[config.mk]
export PLATFORM = sky130hd
export DESIGN_NAME = ula_issue
export DESIGN_NICKNAME = d
export VERILOG_FILES = /design/src/rtl/ula_issue_pkg.sv /design/src/rtl/ula_issue_reg_file.sv /design/src/rtl/ula_issue.sv
export SDC_FILE = /design/constraint.sdc
export NUM_CORES = 1
export LEC_CHECK = 0
export CAP_MARGIN = 20
export CORE_ASPECT_RATIO = 0.75
export CORE_MARGIN = 3
export CORE_UTILIZATION = 40
export CTS_CLUSTER_SIZE = 12
export DETAILED_ROUTE_END_ITERATION = 10
export PLACE_DENSITY = 0.67
export SYNTH_ARGS = -nofsm -noshare
export SYNTH_HDL_FRONTEND = slang
export SYNTH_SLANG_ARGS = --single-unit
[constraint.sdc]
create_clock -name clk_in -period 1.8 [get_ports clk_in]
set_input_delay 0.36 -clock clk_in [delete_from_list [all_inputs] [get_ports clk_in]]
set_output_delay 0.36 -clock clk_in [all_outputs]
set_load 0.05 [all_outputs]
[src/rtl/ula_issue_pkg.sv]
// Shared widths, FSM encodings and ALU op codes for the ula_issue stage.
// The op field is one bit wider than the legal range, so the stage can detect and flag illegal codes.
package ula_issue_pkg;
    localparam int BITS  = 8;
    localparam int OP    = 4;
    localparam int NREGS = 4;
    localparam int RSEL  = 2;

    localparam logic [1:0] ST_IDLE = 2'd0;
    localparam logic [1:0] ST_EXEC = 2'd1;
    localparam logic [1:0] ST_WB   = 2'd2;

    localparam logic [OP-1:0] OP_NOT = 4'd0;
    localparam logic [OP-1:0] OP_AND = 4'd1;
    localparam logic [OP-1:0] OP_OR  = 4'd2;
    localparam logic [OP-1:0] OP_XOR = 4'd3;
    localparam logic [OP-1:0] OP_ADD = 4'd4;
    localparam logic [OP-1:0] OP_SUB = 4'd5;
    localparam logic [OP-1:0] OP_SHL = 4'd6;
    localparam logic [OP-1:0] OP_SHR = 4'd7;

    function automatic logic op_legal(input logic [OP-1:0] op);
        return op <= OP_SHR;
    endfunction
endpackage

[src/rtl/ula_issue_reg_file.sv]
// 4 x BITS architectural register file: two operand read ports, a debug read port,
// and ALU/load write ports in which the ALU write wins when both target the same register.
import ula_issue_pkg::*;

module ula_issue_reg_file (
    input  logic             clk_i,
    input  logic             rst_i,
    input  logic [RSEL-1:0]  rd_a_sel_i,
    input  logic [RSEL-1:0]  rd_b_sel_i,
    input  logic [RSEL-1:0]  dbg_sel_i,
    input  logic             alu_we_i,
    input  logic [RSEL-1:0]  alu_sel_i,
    input  logic [BITS-1:0]  alu_data_i,
    input  logic             ld_we_i,
    input  logic [RSEL-1:0]  ld_sel_i,
    input  logic [BITS-1:0]  ld_data_i,
    output logic [BITS-1:0]  rd_a_o,
    output logic [BITS-1:0]  rd_b_o,
    output logic [BITS-1:0]  dbg_o
);
    logic [BITS-1:0] regs_q [NREGS];
    logic [BITS-1:0] regs_d [NREGS];

    // The ALU write is applied last, so it overrides a load to the same register.
    always_comb begin
        regs_d = regs_q;
        if (ld_we_i)  regs_d[ld_sel_i]  = ld_data_i;
        if (alu_we_i) regs_d[alu_sel_i] = alu_data_i;
    end

    always_ff @(posedge clk_i) begin
        if (rst_i) begin
            for (int i = 0; i < NREGS; i++) regs_q[i] <= '0;
        end else begin
            regs_q <= regs_d;
        end
    end

    assign rd_a_o = regs_q[rd_a_sel_i];
    assign rd_b_o = regs_q[rd_b_sel_i];
    assign dbg_o  = regs_q[dbg_sel_i];
endmodule

[src/rtl/ula_issue.sv]
// Execute-issue stage in front of ula: accepts one instruction every three cycles, latches the operands,
// writes the ALU result back to ra and handles a load port that can bypass into the operands.
import ula_issue_pkg::*;

module ula_issue (
    input  logic             clk_in,
    input  logic             rst_in,
    input  logic             instr_valid_in,
    output logic             instr_ready_out,
    input  logic [OP-1:0]    op_in,
    input  logic [RSEL-1:0]  ra_in,
    input  logic [RSEL-1:0]  rb_in,
    input  logic             ld_valid_in,
    input  logic [RSEL-1:0]  ld_reg_in,
    input  logic [BITS-1:0]  ld_data_in,
    output logic [BITS-1:0]  ula_a_out,
    output logic [BITS-1:0]  ula_b_out,
    output logic [OP-1:0]    ula_op_out,
    input  logic [BITS-1:0]  ula_result_in,
    output logic             wb_valid_out,
    output logic [RSEL-1:0]  wb_reg_out,
    output logic [BITS-1:0]  wb_data_out,
    output logic             err_out,
    input  logic [RSEL-1:0]  dbg_sel_in,
    output logic [BITS-1:0]  dbg_data_out
);
    logic [1:0]      state_q, state_d;
    logic [OP-1:0]   op_q, op_d;
    logic [RSEL-1:0] ra_q, ra_d;
    logic [BITS-1:0] a_q, a_d, b_q, b_d;
    logic [RSEL-1:0] wb_reg_q, wb_reg_d;
    logic [BITS-1:0] wb_data_q, wb_data_d;
    logic            err_q, err_d;
    logic [BITS-1:0] rd_a, rd_b, opnd_a, opnd_b;
    logic            alu_we, accept;

    ula_issue_reg_file u_reg_file (
        .clk_i      (clk_in),
        .rst_i      (rst_in),
        .rd_a_sel_i (ra_in),
        .rd_b_sel_i (rb_in),
        .dbg_sel_i  (dbg_sel_in),
        .alu_we_i   (alu_we),
        .alu_sel_i  (ra_q),
        .alu_data_i (ula_result_in),
        .ld_we_i    (ld_valid_in),
        .ld_sel_i   (ld_reg_in),
        .ld_data_i  (ld_data_in),
        .rd_a_o     (rd_a),
        .rd_b_o     (rd_b),
        .dbg_o      (dbg_data_out)
    );

    assign instr_ready_out = (state_q == ST_IDLE);
    assign accept          = instr_valid_in && instr_ready_out;
    assign alu_we          = (state_q == ST_EXEC);

    // A load landing in the handshake cycle is forwarded straight into the latched operand.
    assign opnd_a = (ld_valid_in && ld_reg_in == ra_in) ? ld_data_in : rd_a;
    assign opnd_b = (ld_valid_in && ld_reg_in == rb_in) ? ld_data_in : rd_b;

    always_comb begin
        state_d   = state_q;
        op_d      = op_q;
        ra_d      = ra_q;
        a_d       = a_q;
        b_d       = b_q;
        wb_reg_d  = wb_reg_q;
        wb_data_d = wb_data_q;
        err_d     = 1'b0;
        case (state_q)
            ST_IDLE: begin
                if (accept) begin
                    if (op_legal(op_in)) begin
                        op_d    = op_in;
                        ra_d    = ra_in;
                        a_d     = opnd_a;
                        b_d     = opnd_b;
                        state_d = ST_EXEC;
                    end else begin
                        err_d = 1'b1;
                    end
                end
            end
            ST_EXEC: begin
                wb_reg_d  = ra_q;
                wb_data_d = ula_result_in;
                state_d   = ST_WB;
            end
            ST_WB:   state_d = ST_IDLE;
            default: state_d = ST_IDLE;
        endcase
    end

    always_ff @(posedge clk_in) begin
        if (rst_in) begin
            state_q   <= ST_IDLE;
            op_q      <= '0;
            ra_q      <= '0;
            a_q       <= '0;
            b_q       <= '0;
            wb_reg_q  <= '0;
            wb_data_q <= '0;
            err_q     <= 1'b0;
        end else begin
            state_q   <= state_d;
            op_q      <= op_d;
            ra_q      <= ra_d;
            a_q       <= a_d;
            b_q       <= b_d;
            wb_reg_q  <= wb_reg_d;
            wb_data_q <= wb_data_d;
            err_q     <= err_d;
        end
    end

    assign ula_a_out    = a_q;
    assign ula_b_out    = b_q;
    assign ula_op_out   = op_q;
    assign wb_valid_out = (state_q == ST_WB);
    assign wb_reg_out   = wb_reg_q;
    assign wb_data_out  = wb_data_q;
    assign err_out      = err_q;
endmodule

* Word level (Yosys, flattened, before mapping)
Cells that the tools add are included.
Word-level totals: word-level logic and storage cells 65, register bits 67, bits of input ports 32
Cells by class: reduce and logical (&&, ||, !) cells 9, mux-type cells 23, equality and inequality tests 6, bitwise logic cells 7, magnitude comparators 8
Operators with widths (count):
- $mux W8 | 10
- $bwmux W32 | 2
- $mux W32 | 2
- $bmux W8 S2 | 3
- $demux W8 S2 | 2
- $ge A3 B3 Y1 const B | 5
- $not A2 Y3 | 5
- $lt A3 B1 Y1 const B | 2
- $logic_and A1 B1 Y1 | 5
- $eq A2 B2 Y1 | 2
- $le A4 B3 Y1 const B | 1
- $mux W2 | 2
- $ne A2 B1 Y1 const B | 2
- $pmux W2 S2 | 1
- $reduce_and A3 Y1 | 1
- $reduce_or A3 Y1 | 1
- $eq A2 B1 Y1 const B | 1
- $eq A2 B2 Y1 const B | 1
- $logic_not A2 Y1 | 1
- $not A1 Y1 | 2
- $reduce_and A2 Y1 | 1
- $mux W1 | 1

* Longest topological paths before layout
Gate-level depths: netlist (run 1).
word-level depth 9, gate-level depth with buffers 6

* By module
A second synthesis (run 1) with hierarchy kept.
Second synthesis, totals: cell total of the unflattened synthesis 324, area, all modules 3472.1 µm²
By module, submodules not included:
- ula_issue_reg_file | cells an instance 186, times used 1, area an instance 2050.7 µm²
- ula_issue | cells an instance 138, times used 1, area an instance 1421.4 µm²

* Worst setup path after synthesis (run 1)
Ideal clock, no wire load.
kind input -> output, from input dbg_sel_in[1], to output dbg_data_out[7], required time 1.440 ns, slack 0.095 ns, path buffers 1, arrival 1.345 ns, stages 2, cells stage by stage clkbuf_1 > mux4_2
On the way: cells in the longest elaborated chain, start to end 4
RTL lines:
- start: declaration | line ula_issue.sv:24 | input logic [RSEL-1:0] dbg_sel_in,
- $not A2 Y3 (not written as such) | line ula_issue_reg_file.sv:41 | assign dbg_o = regs_q[dbg_sel_i];
- $bmux W8 S2 | line ula_issue_reg_file.sv:41
- $mux W8 (not written as such) (2 in series) | line ula_issue_reg_file.sv:41
- end: declaration | line ula_issue.sv:25 | output logic [BITS-1:0] dbg_data_out
No other way between the ends. The select of a mux whose other input is x is not followed.

* Worst setup path after layout (run 1)
Same ends and word-level chain as after synthesis.

==> impl_metrics.env, run 1 <==
export IMPL_status="finished, final reports clean"
export IMPL_vias=3188
export IMPL_cts_tree="done"
export IMPL_synth_most_common_cell="dfxtp_1"
export IMPL_synth_seq_cells=67
export IMPL_synth_common_cells="dfxtp_1 (67), nor2_1 (51), mux2i_1 (32)"
export IMPL_grt_pass1_vias=3045
export IMPL_worstPathRequired_ns=1.44
export IMPL_chipWidth_um=116
export IMPL_cts_buffers=9
export IMPL_area_delta_synth_final_pct=35.2
export IMPL_swShare_pct=28.7
export IMPL_maxCapViolations=0
export IMPL_fin_cells=556
export IMPL_yosysTopAreaCellShare_pct=36.7
export IMPL_p_seq_share_pct=39.0
export IMPL_clkPwrFrac_pct=40.2
export IMPL_rsz0062_at_grt="false"
export IMPL_setup_viol=0
export IMPL_worst_slew_pin_slew_ns=0.691
export IMPL_clockBufferDepth=2
export IMPL_p_sw_uw=1190
export IMPL_cellInternalPower_uw=2970
export IMPL_synth_top_area_cell="dfxtp_1"
export IMPL_grt_pass1_wl_um=16600
export IMPL_drive_gt1_share_pct=29.2
export IMPL_maxSlewViolCount=0
export IMPL_hold_viol_final=0
export IMPL_critical_path_class="input port to primary output"
export IMPL_whs_ns=0.407
export IMPL_p_per_area_mw_per_mm2=841
export IMPL_drt_iter0_drc=188
export IMPL_hp_class="input port to register"
export IMPL_synthSimpleGateAreaFrac_pct=14.8
export IMPL_fin_area_mm2=0.00494
export IMPL_max_vdd_ir_drop_mv=0.489
export IMPL_start_util_pct=42.1
export IMPL_synth_warnings=0
export IMPL_insertion_delay_ns=0.33
export IMPL_synth_edf_count=0
export IMPL_clk_pin_slew_ns=0.05
export IMPL_final_nets=476
export IMPL_p_leak_uw=0.00197
export IMPL_period_needed_ns=1.75
export IMPL_ys_seq_area_share_pct=36.7
export IMPL_route_detailed_drc=0
export IMPL_num_rows=29
export IMPL_grt_usage_pct=21.2
export IMPL_cp_end_kind="primary output"
export IMPL_skew_ns=0.00525
export IMPL_fin_util_pct=57.0
export IMPL_dp_hpwl_um=7550
export IMPL_synth_async_reset_ratio_pct=0
export IMPL_wirelength_um=10400
export IMPL_placed_area_mm2=0.00460
export IMPL_overflow=0
export IMPL_h_tree_depth=3
export IMPL_antenna_cells=0
export IMPL_numPortBuffers=72
export IMPL_clock_sinks=67
export IMPL_clock_fmax_mhz=572
export IMPL_die_h_um=88.8
export IMPL_synthMuxAreaShare_pct=23.9
export IMPL_viasPerCell=5.73
export IMPL_synth_area_leaders="dfxtp_1 (37%), mux4_2 (13%), mux2i_1 (8.8%), nor2_1 (5.2%), a211oi_1 (4.9%)"
export IMPL_grt_max_degree=52
export IMPL_ys_flop_type="dfxtp_1"
export IMPL_clock_root_buffer="clkbuf_16"
export IMPL_synthXorXnorAreaFrac_pct=2.33
export IMPL_startpoint_type="input port"
export IMPL_fin_crit_sh_pct=97.2
export IMPL_ioPinCount=73
export IMPL_synth_compound_area_share_pct=16.8
export IMPL_slew_headroom_pct=53.8
export IMPL_ant_nets=0
export IMPL_synth_nets=391
export IMPL_dp_cells=541
export IMPL_yosysUniqueCellTypes=33
export IMPL_core_mm2=0.00867
export IMPL_synth_top_family_by_area="multiplexers"
export IMPL_power_frac_comb_pct=20.8
export IMPL_first_pass_iters=4
export IMPL_drt_wirelength_per_cell_um=18.7
export IMPL_synthAdderAreaFrac_pct=0
export IMPL_netlist_instances=359
export IMPL_die_area_mm2=0.0103
export IMPL_worst_ep_arrival_time_ns=1.39
export IMPL_syn_area_mm2=0.00365
export IMPL_path_max_fanout=3
export IMPL_place_congestion=0.882
export IMPL_setup_tns_ns=0
export IMPL_antenna_found_initial=0
export IMPL_postSynthAreaPerCell_um2=10.2
[power groups by stage]
stage / Combinational (uW) / Sequential (uW) / Clock (uW)
after detailed placement: 845 / 1650 / 0
after global routing: 924 / 1630 / 1760
after floorplan: 409 / 1750 / 0
final: 866 / 1620 / 1670
after CTS: 859 / 1620 / 1700
after global placement: 836 / 1650 / 0
[cell usage in the layout (no fill, tap or decap), types with 8 or more instances in the layout]
cell	synthesis	routed
mux2i_1	32	32
a21oi_1	15	15
mux4_2	21	21
a211oi_1	24	24
buf_4	4	61
clkdlybuf4s50_1	0	28
nor2_1	51	51
clkbuf_16	0	9
o31ai_1	16	16
nand4_1	16	16
a311oi_1	16	16
a211oi_2	8	8
nand2_1	30	30
buf_12	0	8
dfxtp_1	67	67
[state kept, by name, indices dropped and copies added (netlist names)]
| signal | count |
|---|---|
| ula_op_out | 4 |
| err_out | 1 |
| state_q | 2 |
| u_reg_file.regs_q | 32 |
| ra_q | 2 |
| ula_a_out | 8 |
| wb_data_out | 8 |
| ula_b_out | 8 |
| wb_reg_out | 2 |
[area by class of cell]
| cell class | count | area, um^2 |
|---|---|---|
| fill | 756 | 3730 |
| multi-input combinational | 255 | 2140 |
| sequential | 67 | 1340 |
| timing repair buffer | 110 | 1040 |
| clock buffer | 13 | 270 |
| tap | 108 | 135 |
| clock inverter | 2 | 10.0 |
| inverter | 1 | 3.75 |
[metrics by stage]
step	total power [uW]	setup slack (ns)
5_1_grt	4320	0.0185
4_1_cts	4180	0.0245
2_1_floorplan	2160	0.0953
3_5_place_dp	2490	-0.307
6_report	4160	0.0502
3_3_place_gp	2480	-0.300
[cells by family after synthesis]
logic type | count (synthesis)
AND/OR/NAND/NOR | 112
AO/OA/AOI/OAI | 79
flip-flops | 67
multiplexers | 56
buffers and inverters | 37
XOR/XNOR | 8
[timing repair]
| item | CTS | global route |
|---|---|---|
| setup buffers | 0 | 0 |
| endpoints found under the setup margin | 9 | 11 |
| gates resized for setup | 16 | 5 |
| cloned | 0 | 0 |
| hold buffers | 0 | 0 |
[critical path, cell delays in order]
cell and delay (ns):
dlygate4sd2_1 0.29, mux4_2 0.53, buf_4 0.21
[path summary, 6_finish.rpt]
path | start | end | slack (ns) | cells past startpoint
min | rst_in | state_q[0] | 0.41 | 2
max | dbg_sel_in[1] | dbg_data_out[7] | 0.05 | 3
max reg2reg | state_q[0] | u_reg_file.regs_q[24] | 0.28 | 4
min reg2reg | wb_data_out[3] | wb_data_out[3] | 0.45 | 2
[metal layers]
| layer | global-route usage [%] | vias to the layer above | share of wire, % |
|---|---|---|---|
| li1 | - | 1538 | - |
| met1 | 30.3 | 1514 | 47 |
| met2 | 31.8 | 127 | 44 |
| met3 | 6.15 | 9 | 8.7 |
| met4 | 5.16 | 0 | 0.84 |
| met5 | 0 | - | 0 |
No activity file was read; power rests on OpenSTA's default activity.
==> run 2, diff against run 1 <==
Settings changed: CORE_UTILIZATION 40 to 52, CTS_CLUSTER_SIZE 12 to 16, PLACE_DENSITY 0.67 to 0.82, REMOVE_ABC_BUFFERS set to 1.
==> impl_metrics.env, run 2 (synthesis gave the netlist of run 1 again) <==
export IMPL_status="finished, final reports clean"
export IMPL_drt_wirelength_per_cell_um=20.9
export IMPL_ioPinCount=73
export IMPL_register_area_mm2=0.00134
export IMPL_clock_sinks=67
export IMPL_clk_pin_slew_ns=0.07
export IMPL_die_area_mm2=0.00808
export IMPL_viasPerCell=6.51
export IMPL_num_rows=25
export IMPL_setup_viol=0
export IMPL_worstPathRequired_ns=2.05
export IMPL_place_congestion=0.908
export IMPL_maxCapViolations=0
export IMPL_final_nets=480
export IMPL_setup_ws_ns=0.0183
export IMPL_wirelength_um=11100
export IMPL_core_mm2=0.00654
export IMPL_final_common_cell="buf_4"
export IMPL_placed_area_mm2=0.00460
export IMPL_rsz0062_at_grt="true"
export IMPL_top_register="u_reg_file.regs_q"
export IMPL_fin_cells=534
export IMPL_cts_tree="done"
export IMPL_path_max_fanout=6
export IMPL_drive_gt1_share_pct=30.5
export IMPL_start_util_pct=55.9
export IMPL_r2r_slack_ns=0.21
export IMPL_clock_fmax_mhz=561
export IMPL_h_tree_depth=3
export IMPL_grt_pass1_wl_um=17400
export IMPL_critPathMaxStageDelay_ns=0.72
export IMPL_worst_slew_pin_slew_ns=0.492
export IMPL_pre_cts_slack_ns=-0.318
export IMPL_fin_crit_sh_pct=99.0
export IMPL_dp_cells=518
export IMPL_n_fill_cell=443
export IMPL_fin_area_mm2=0.00487
export IMPL_startpoint_type="input port"
export IMPL_maxSlewViolCount=0
export IMPL_hold_viol_final=0
export IMPL_antenna_found_initial=0
export IMPL_final_cell_mix="buf_4 (69), dfxtp_1 (67), nor2_1 (51)"
export IMPL_route_detailed_drc=0
export IMPL_grt_max_degree=39
export IMPL_period_needed_ns=1.78
export IMPL_insertion_delay_ns=0.36
export IMPL_antenna_cells=0
export IMPL_grt_usage_pct=28.4
export IMPL_chipWidth_um=103
export IMPL_overflow=0
export IMPL_clockBufferDepth=2
export IMPL_hp_class="input port to register"
export IMPL_setup_tns_ns=0
export IMPL_worst_ep_arrival_time_ns=2.04
export IMPL_numPortBuffers=72
export IMPL_die_h_um=78.6
export IMPL_drt_iter0_drc=362
export IMPL_vias=3477
export IMPL_grt_pass1_vias=3364
export IMPL_area_delta_synth_final_pct=33.3
export IMPL_cts_buffers=9
export IMPL_cp_end_kind="register"
export IMPL_cts_hold_buf=0
export IMPL_max_vdd_ir_drop_mv=0.554
export IMPL_p_leak_uw=0.00195
export IMPL_cpMaxStageDelayCell="clkdlybuf4s50_1"
export IMPL_skew_ns=0.00609
export IMPL_fin_util_pct=74.5
export IMPL_clock_root_buffer="clkbuf_8"
export IMPL_critical_path_class="input port to register"
export IMPL_first_pass_iters=6
export IMPL_slew_headroom_pct=67.2
export IMPL_p_per_area_mw_per_mm2=809
export IMPL_crit_path_frequent_cell="buf_4"
export IMPL_worstPathCellList="clkdlybuf4s50_1 -> buf_4 -> nand3b_1 -> buf_4 -> mux2i_1 -> a211oi_1"
export IMPL_multiInputGateArea_mm2=0.00215
export IMPL_ant_nets=0
export IMPL_dp_hpwl_um=7650
export IMPL_largest_reg_flops=32
## run 2: cell count changes in the layout (fill, tap and decap cells not counted), sizes merged
cell	before	now
dlygate4sd2	2	1
bufinv	0	2
clkbuf	13	12
clkinvlp	0	1
buf	80	85
clkinv	2	1
## run 2: worst paths after layout
check                  from                    end  cells past startpoint
min                  rst_in             state_q[0]                      2
max            ld_reg_in[1]   u_reg_file.regs_q[9]                      6
min reg2reg  wb_data_out[7]         wb_data_out[7]                      2
max reg2reg      state_q[0]  u_reg_file.regs_q[18]                      4
## run 2: area by class of cell
| cell class | instances | area share, % |
|---|---|---|
| Clock buffer | 12 | 3.19 |
| Clock inverter | 4 | 1.49 |
| Inverter | 1 | 0.0771 |
| Multi-Input combinational cell | 255 | 44.1 |
| Sequential cell | 67 | 27.5 |
| Tap cell | 81 | 2.08 |
| Timing Repair Buffer | 114 | 21.5 |
## run 2: per-stage QoR
stage | power [uW] | hold WS [ns]
detailed placement | 2500 | 0.449
finish | 3940 | 0.447
CTS | 3940 | 0.437
global route | 4080 | 0.476
floorplan | 2080 | 0.425
global placement | 2480 | 0.443
## run 2: repair_timing
action                                  CTS  global route
endpoints found under the setup margin    8            19
setup buffers                             0             0
pin swaps                                 0             0
resized for setup                         9             7
## run 2: power breakdown
group | internal [uW] | switching [uW]
Clock | 854 | 588
Sequential | 1560 | 60.4
Combinational | 377 | 508
Total | 2790 | 1160
## run 2: per-layer routing
layer / global-route usage (%) / vias up / share of wire [%]
li1: - / 1555 / -
met1: 37.4 / 1631 / 40
met2: 44.1 / 252 / 46
met3: 7.82 / 39 / 11
met4: 11.5 / 0 / 3.2
met5: 0 / - / 0
## run 2: worst max-delay path: cells and delay by family
kind	cells	cell delay (ns)
buffers and inverters	3	1.11
AOI/OAI and AO/OA	1	0.31
muxes	1	0.14
and+or+nand+nor	1	0.11
